### config.mk
export PLATFORM = sky130hd
export DESIGN_NAME = yacht_turn_ctrl
export DESIGN_NICKNAME = d
export VERILOG_FILES = /design/src/rtl/yacht_pkg.sv /design/src/rtl/yacht_cat_picker.sv /design/src/rtl/yacht_turn_ctrl.sv
export SDC_FILE = /design/constraint.sdc
export NUM_CORES = 1
export LEC_CHECK = 0
export CAP_MARGIN = 20
export CORE_UTILIZATION = 58
export DETAILED_ROUTE_END_ITERATION = 10
export GPL_ROUTABILITY_DRIVEN = 0
export PLACE_DENSITY = 0.82
export SETUP_SLACK_MARGIN = 0.02
export SLEW_MARGIN = 20
export SYNTH_ARGS = -nofsm -noshare
export SYNTH_HDL_FRONTEND = slang
export SYNTH_SLANG_ARGS = --single-unit
### constraint.sdc
create_clock -name clk -period 5.74 [get_ports clk]
set_clock_uncertainty 0.1 [all_clocks]
set_input_delay 1.722 -clock clk [delete_from_list [all_inputs] [get_ports clk]]
set_output_delay 1.722 -clock clk [all_outputs]
set_load 0.02 [all_outputs]
### src/rtl/yacht_pkg.sv
// Shared types and constants for the Yacht Dice turn sequencer.
package yacht_pkg;

  typedef enum logic [3:0] {
    ST_INIT        = 4'd0,
    ST_TURN_START  = 4'd1,
    ST_WAIT        = 4'd2,
    ST_ROLL        = 4'd3,
    ST_SELECT      = 4'd4,
    ST_COMMIT      = 4'd5,
    ST_NEXT_PLAYER = 4'd6,
    ST_GAME_END    = 4'd7
  } state_t;

  localparam int BONUS_THRESH = 63;
  localparam int BONUS_VAL    = 35;
  localparam int UPPER_CATS   = 6;

endpackage

### src/rtl/yacht_cat_picker.sv
// Free-category search over one player's used mask: lowest free index and
// the nearest free index above (dir=1) or below (dir=0) cur, with wrap-around.
module yacht_cat_picker
  import yacht_pkg::*;
#(
  parameter int NUM_CAT = 12,
  parameter int CW      = $clog2(NUM_CAT)
) (
  input  logic [NUM_CAT-1:0] mask,
  input  logic [CW-1:0]      cur,
  input  logic               dir,
  output logic [CW-1:0]      first_free,
  output logic [CW-1:0]      next_free,
  output logic               any_free
);

  // Scan from far to near so the nearest free entry is written last.
  always_comb begin : search
    int idx;
    idx        = 0;
    any_free   = ~&mask;
    first_free = '0;
    next_free  = cur;
    for (int i = NUM_CAT - 1; i >= 0; i--) begin
      if (!mask[CW'(i)]) first_free = CW'(i);
      else               first_free = first_free;
    end
    for (int k = NUM_CAT - 1; k >= 1; k--) begin
      idx = dir ? (int'(cur) + k) : (int'(cur) - k);
      if (idx >= NUM_CAT) idx = idx - NUM_CAT;
      else if (idx < 0)   idx = idx + NUM_CAT;
      else                idx = idx;
      if (!mask[CW'(idx)]) next_free = CW'(idx);
      else                 next_free = next_free;
    end
  end

endmodule

### src/rtl/yacht_turn_ctrl.sv
// Multi-player Yacht Dice turn sequencer: rolls, category choice, scoring, winner.
// Optional upper-section bonus is compiled in when YACHT_UPPER_BONUS_EN is defined.
module yacht_turn_ctrl
  import yacht_pkg::*;
#(
  parameter  int NUM_PLAYERS = 2,
  parameter  int NUM_CAT     = 12,
  parameter  int MAX_ROLLS   = 3,
  parameter  int SCORE_W     = 9,
  localparam int PW = ($clog2(NUM_PLAYERS) > 1) ? $clog2(NUM_PLAYERS) : 1,
  localparam int CW = $clog2(NUM_CAT)
) (
  input  logic                           clk,
  input  logic                           reset_n,
  input  logic                           btn_roll,
  input  logic                           btn_sel,
  input  logic                           btn_prev,
  input  logic                           btn_next,
  input  logic [4:0]                     hold_sw,
  input  logic [7:0]                     calc_score,
  output logic [3:0]                     current_state,
  output logic [PW-1:0]                  player_idx,
  output logic                           roll_trigger,
  output logic [1:0]                     roll_cnt,
  output logic                           dice_clear,
  output logic [CW-1:0]                  category_idx,
  output logic [3:0]                     round_num,
  output logic [NUM_CAT-1:0]             used_mask,
  output logic [NUM_PLAYERS*SCORE_W-1:0] scores,
  output logic                           game_over,
  output logic [PW-1:0]                  winner_idx,
  output logic                           tie
);

  localparam int SUM_W = ((SCORE_W > 8) ? SCORE_W : 8) + 2;

  state_t               state_q, state_d;
  logic [3:0]           cs_q;
  logic [PW-1:0]        player_q, player_d, winner_q, winner_d, win_s;
  logic [1:0]           roll_cnt_q, roll_cnt_d;
  logic [CW-1:0]        cat_q, cat_d;
  logic [3:0]           round_q, round_d;
  logic [NUM_CAT-1:0]   mask_q [NUM_PLAYERS];
  logic [NUM_CAT-1:0]   mask_d [NUM_PLAYERS];
  logic [SCORE_W-1:0]   score_q [NUM_PLAYERS];
  logic [SCORE_W-1:0]   score_d [NUM_PLAYERS];
  logic                 trig_q, trig_d, tie_q, tie_d, tie_s;
  logic [SCORE_W-1:0]   best_s, new_score_s;
  logic [SUM_W-1:0]     sum_s;
  logic [NUM_CAT-1:0]   cur_mask_s;
  logic [CW-1:0]        first_free_s, next_free_s;
  logic                 any_free_s, roll_ok_s;
`ifdef YACHT_UPPER_BONUS_EN
  logic [6:0]           upper_q [NUM_PLAYERS];
  logic [6:0]           upper_d [NUM_PLAYERS];
  logic                 bonus_q [NUM_PLAYERS];
  logic                 bonus_d [NUM_PLAYERS];
  logic [8:0]           upper_sum_s;
  logic                 bonus_hit_s;
`endif

  assign cur_mask_s = mask_q[player_q];
  // A first roll with any die held is refused.
  assign roll_ok_s  = btn_roll && (roll_cnt_q < 2'(MAX_ROLLS)) &&
                      !((roll_cnt_q == 2'd0) && (|hold_sw));

  yacht_cat_picker #(.NUM_CAT(NUM_CAT), .CW(CW)) u_picker (
    .mask       (cur_mask_s),
    .cur        (cat_q),
    .dir        (btn_next),
    .first_free (first_free_s),
    .next_free  (next_free_s),
    .any_free   (any_free_s)
  );

  // Saturating score update for the active player.
  always_comb begin
`ifdef YACHT_UPPER_BONUS_EN
    upper_sum_s = 9'(upper_q[player_q]) + 9'(calc_score);
    bonus_hit_s = (cat_q < CW'(UPPER_CATS)) && !bonus_q[player_q] &&
                  (upper_sum_s >= 9'(BONUS_THRESH));
    sum_s = SUM_W'(score_q[player_q]) + SUM_W'(calc_score) +
            (bonus_hit_s ? SUM_W'(BONUS_VAL) : SUM_W'(0));
`else
    sum_s = SUM_W'(score_q[player_q]) + SUM_W'(calc_score);
`endif
    if (sum_s > SUM_W'({SCORE_W{1'b1}})) new_score_s = '1;
    else                                 new_score_s = sum_s[SCORE_W-1:0];
  end

  // Highest score wins; the lowest index keeps ties.
  always_comb begin
    best_s = score_q[0];
    win_s  = '0;
    tie_s  = 1'b0;
    for (int p = 1; p < NUM_PLAYERS; p++) begin
      if (score_q[p] > best_s) begin
        best_s = score_q[p];
        win_s  = PW'(p);
        tie_s  = 1'b0;
      end else if (score_q[p] == best_s) begin
        tie_s = 1'b1;
      end else begin
        tie_s = tie_s;
      end
    end
  end

  // Next-state and datapath decisions.
  always_comb begin
    state_d    = state_q;
    player_d   = player_q;
    roll_cnt_d = roll_cnt_q;
    cat_d      = cat_q;
    round_d    = round_q;
    mask_d     = mask_q;
    score_d    = score_q;
    winner_d   = winner_q;
    tie_d      = tie_q;
    trig_d     = 1'b0;
`ifdef YACHT_UPPER_BONUS_EN
    upper_d    = upper_q;
    bonus_d    = bonus_q;
`endif
    case (state_q)
      ST_INIT: begin
        for (int p = 0; p < NUM_PLAYERS; p++) begin
          mask_d[p]  = '0;
          score_d[p] = '0;
`ifdef YACHT_UPPER_BONUS_EN
          upper_d[p] = 7'd0;
          bonus_d[p] = 1'b0;
`endif
        end
        round_d    = 4'd1;
        player_d   = '0;
        roll_cnt_d = 2'd0;
        cat_d      = '0;
        state_d    = ST_TURN_START;
      end
      ST_TURN_START: begin
        roll_cnt_d = 2'd0;
        cat_d      = first_free_s;
        state_d    = ST_WAIT;
      end
      ST_WAIT: begin
        if (roll_ok_s)                             state_d = ST_ROLL;
        else if (btn_sel && (roll_cnt_q != 2'd0))  state_d = ST_SELECT;
        else                                       state_d = ST_WAIT;
      end
      ST_ROLL: begin
        roll_cnt_d = roll_cnt_q + 2'd1;
        trig_d     = 1'b1;
        state_d    = ((roll_cnt_q + 2'd1) == 2'(MAX_ROLLS)) ? ST_SELECT : ST_WAIT;
      end
      ST_SELECT: begin
        if (btn_sel && any_free_s && !cur_mask_s[cat_q]) state_d = ST_COMMIT;
        else if (btn_next || btn_prev)                   cat_d   = next_free_s;
        else                                             state_d = ST_SELECT;
      end
      ST_COMMIT: begin
        score_d[player_q]        = new_score_s;
        mask_d[player_q][cat_q]  = 1'b1;
`ifdef YACHT_UPPER_BONUS_EN
        if (cat_q < CW'(UPPER_CATS)) begin
          upper_d[player_q] = (upper_sum_s > 9'd127) ? 7'd127 : upper_sum_s[6:0];
          bonus_d[player_q] = bonus_q[player_q] | bonus_hit_s;
        end else begin
          upper_d[player_q] = upper_q[player_q];
        end
`endif
        state_d = ST_NEXT_PLAYER;
      end
      ST_NEXT_PLAYER: begin
        if (player_q != PW'(NUM_PLAYERS - 1)) begin
          player_d = player_q + PW'(1);
          state_d  = ST_TURN_START;
        end else if (round_q == 4'(NUM_CAT)) begin
          winner_d = win_s;
          tie_d    = tie_s;
          state_d  = ST_GAME_END;
        end else begin
          player_d = '0;
          round_d  = round_q + 4'd1;
          state_d  = ST_TURN_START;
        end
      end
      ST_GAME_END: state_d = ST_GAME_END;
      default:     state_d = ST_INIT;
    endcase
  end

  // State and datapath registers with synchronous active-low reset.
  always_ff @(posedge clk) begin
    if (!reset_n) begin
      state_q    <= ST_INIT;
      cs_q       <= 4'd0;
      player_q   <= '0;
      roll_cnt_q <= 2'd0;
      cat_q      <= '0;
      round_q    <= 4'd1;
      winner_q   <= '0;
      tie_q      <= 1'b0;
      trig_q     <= 1'b0;
      for (int p = 0; p < NUM_PLAYERS; p++) begin
        mask_q[p]  <= '0;
        score_q[p] <= '0;
`ifdef YACHT_UPPER_BONUS_EN
        upper_q[p] <= 7'd0;
        bonus_q[p] <= 1'b0;
`endif
      end
    end else begin
      state_q    <= state_d;
      cs_q       <= state_q;
      player_q   <= player_d;
      roll_cnt_q <= roll_cnt_d;
      cat_q      <= cat_d;
      round_q    <= round_d;
      winner_q   <= winner_d;
      tie_q      <= tie_d;
      trig_q     <= trig_d;
      mask_q     <= mask_d;
      score_q    <= score_d;
`ifdef YACHT_UPPER_BONUS_EN
      upper_q    <= upper_d;
      bonus_q    <= bonus_d;
`endif
    end
  end

  // Flatten per-player scores onto the output bus.
  always_comb begin
    for (int p = 0; p < NUM_PLAYERS; p++) begin
      scores[p*SCORE_W +: SCORE_W] = score_q[p];
    end
  end

  assign current_state = cs_q;
  assign player_idx    = player_q;
  assign roll_trigger  = trig_q;
  assign roll_cnt      = roll_cnt_q;
  assign dice_clear    = (state_q == ST_TURN_START);
  assign category_idx  = cat_q;
  assign round_num     = round_q;
  assign used_mask     = cur_mask_s;
  assign game_over     = (state_q == ST_GAME_END);
  assign winner_idx    = winner_q;
  assign tie           = tie_q;

endmodule
==> impl_metrics.ini <==
[synth]
yosys.area.top_type = dfxtp_1
synth.avg_cell_area_um2 = 8.18
synth_area_um2 = 6220
async_flop_share_pct = 0
synth_top_area_share_pct = 20.0
syn_inst = 760
synth_cell_type_count = 88
yosys_warnings = 0
yosys-top-cells-count = nand2_1 (64), dfxtp_1 (62), nor2_1 (58)
yosysSeqAreaShare_pct = 20.0
synth_fp_nets = 830
yosysMostFrequentCell = nand2_1
synth_edf_count = 0
synth-main-ff-cell = dfxtp_1
synth-seq-cells = 62
synthTopCellsByArea = dfxtp_1 (20%), ha_1 (10%), mux4_2 (4.3%), mux2i_1 (4.2%), o21ai_0 (3.9%)

[global_route]
grt_first_pass_wirelength_um = 31000
grt_max_degree = 54
overflow = 0
grt_pass1_vias = 6350
grt_usage_pct = 35.0
antenna_found_initial = 0

[clocking]
cts_tree = done
cts_hold_buf = 0
clk_pin_slew_ns = 0.07
root_buffer = clkbuf_8
cts_buffer_depth = 2
post_cts_resized = 0
numCtsBuffers = 9
clk_latency_ns = 0.37
cts.sinks = 62
cts_setup_buffers = 0
htree_levels = 3

[floorplan]
core_um2 = 10400
fp.dieW_um = 106
fp-row-count = 37
dieArea_um2 = 11100
start_util_pct = 60.0
ios = 69
dieHeight_um = 106

[placement]
hpwlAfterDp_um = 13800
dp_cells = 936
io_buffers = 67

[run]
drv_cap = 0

[pwr]
leakage_uw = 0.00274
power.density_nw_per_um2 = 405
ir_worst_vdd_v = 0.000262

[routing]
vias = 6474
wl_um = 18900
wl_per_cell_um = 19.8
drc_errors = 0
ant_nets = 0
drt_iter0_drc = 569
drtPass1Iterations = 5
viasPerCell = 6.80

[min_path]
hold_class = reg2reg
min_from = winner_idx

[timing]
tns_ns = 0
finalCritPeriodShare_pct = 89.3
finalHoldViolCount = 0
setup_viol = 0
tightest_slew_ns = 1.04
finalCriticalPeriod_ns = 5.12
rsz0062_at_grt = no
max_freq_ghz = 0.195
max_slew_margin_pct = 30.5
drv_slew = 0

[worst_setup_path]
cp-end-kind = flip-flop
max_stage_delay_ns = 0.44
path_buf_inv = 3
cp.arrival_ns = 5.28
crit_start = btn_next
r2r_start = category_idx[1]
critPathMaxFanout = 15
crit_type = in2reg
rrSetupSlack_ns = 1.14
startpoint_type = input port
path_delay_family = compound AO/OA/AOI/OAI gates
required_ns = 5.89
cp_slowest_cell = xnor2_1
crit_chain = buf_2, mux2i_1, xnor2_1, inv_1, ha_1, a221oi_2, a211oi_1, a221o_1, mux2i_1, inv_1, nor4b_4, a31oi_4, o211ai_1, a31oi_1

[finish]
layout-drive-gt1-share_pct = 11.0
finalNetCount = 881
synthToLayoutAreaGrowth_pct = 15.8
fillers = 811
layout.cells.non_filler = 952
diodes = 0

[run_status]
status = completed
final timing paths:
check | endpoint | depth (start not counted)
worst min-delay path | winner_idx | 2
worst min register to register | winner_idx | 2
worst max register to register | category_idx[1] | 15
worst max-delay path | category_idx[1] | 14
state kept, by name, indices dropped and copies added, names as in the netlist:
signal,flops
tie,1
category_idx,4
winner_idx,1
round_num,4
player_idx,1
mask_q,24
state_q,3
current_state,3
roll_trigger,1
roll_cnt,2
scores,18
kinds of logic (layout without fill, tap and decap cells):
kind of cell / Yosys count / in the layout / synth area share, %
AOI/OAI and AO/OA: 246 / 246 / 28.0
and+or+nand+nor: 224 / 224 / 17.7
buffers and inverters: 89 / 145 / 6.36
DFF: 62 / 62 / 20.0
muxes: 54 / 54 / 11.6
adders and majority gates: 51 / 51 / 10.4
xor gates and xnor gates: 33 / 33 / 5.86
other: 1 / 1 / 0.0603
layer usage:
layer / GRT usage (%) / vias to the layer above / part of all wire, %
li1: - / 2928 / -
met1: 40.4 / 3080 / 38
met2: 60.2 / 379 / 48
met3: 7.24 / 87 / 9.1
met4: 19.4 / 0 / 4.4
met5: 0 / - / 0
worst min-delay path, cell delays in order, from the launching register on:
cell	delay [ns]
dfxtp_1	0.32
nand2_1	0.06
o22ai_1	0.06
cell type report:
| class | count | area [µm²] | share of cell area (%) |
|---|---|---|---|
| Clock buffer | 13 | 159 | 2.21 |
| Sequential cell | 62 | 1240 | 17.3 |
| Clock inverter | 3 | 90.1 | 1.25 |
| Timing Repair Buffer | 78 | 748 | 10.4 |
| Inverter | 51 | 191 | 2.66 |
| Multi-Input combinational cell | 609 | 4600 | 63.9 |
| Tap cell | 136 | 170 | 2.36 |
where the power goes:
| part | switching [µW] | internal, µW | total, µW |
|---|---|---|---|
| Clock | 178 | 313 | 491 |
| Sequential | 43.5 | 458 | 502 |
| Combinational | 1210 | 710 | 1920 |
through the flow:
stage	hold WS [ns]	util [%]	area [µm²]	total power (µW)	setup WS, ns
3_3_place_gp	0.371	66.9	6940	2280	0.526
4_1_cts	0.383	69.4	7190	2850	0.706
2_1_floorplan	0.360	-	6220	1910	0.863
5_1_grt	0.393	69.4	7200	3080	0.361
3_5_place_dp	0.368	67.0	6940	2360	0.330
6_report	0.386	69.4	7200	2910	0.617
cell usage in the layout, fill, tap and decap left out, types with 8 or more instances in the layout:
master,count
clkdlybuf4s50_1,66
nand2_1,64
dfxtp_1,61
nor2_1,58
ha_1,50
o21ai_0,48
a21oi_1,47
inv_1,46
mux2i_1,26
xnor2_1,20
a31oi_1,20
nand3_1,19
mux2_2,14
a311oi_1,14
nand2b_1,13
o211ai_1,13
and2_1,12
mux4_2,12
nor3_1,11
clkbuf_8,11
buf_4,11
a21o_1,10
o22ai_1,10
nor2b_1,10
o21a_1,8
(Power assumes the default switching activity.)
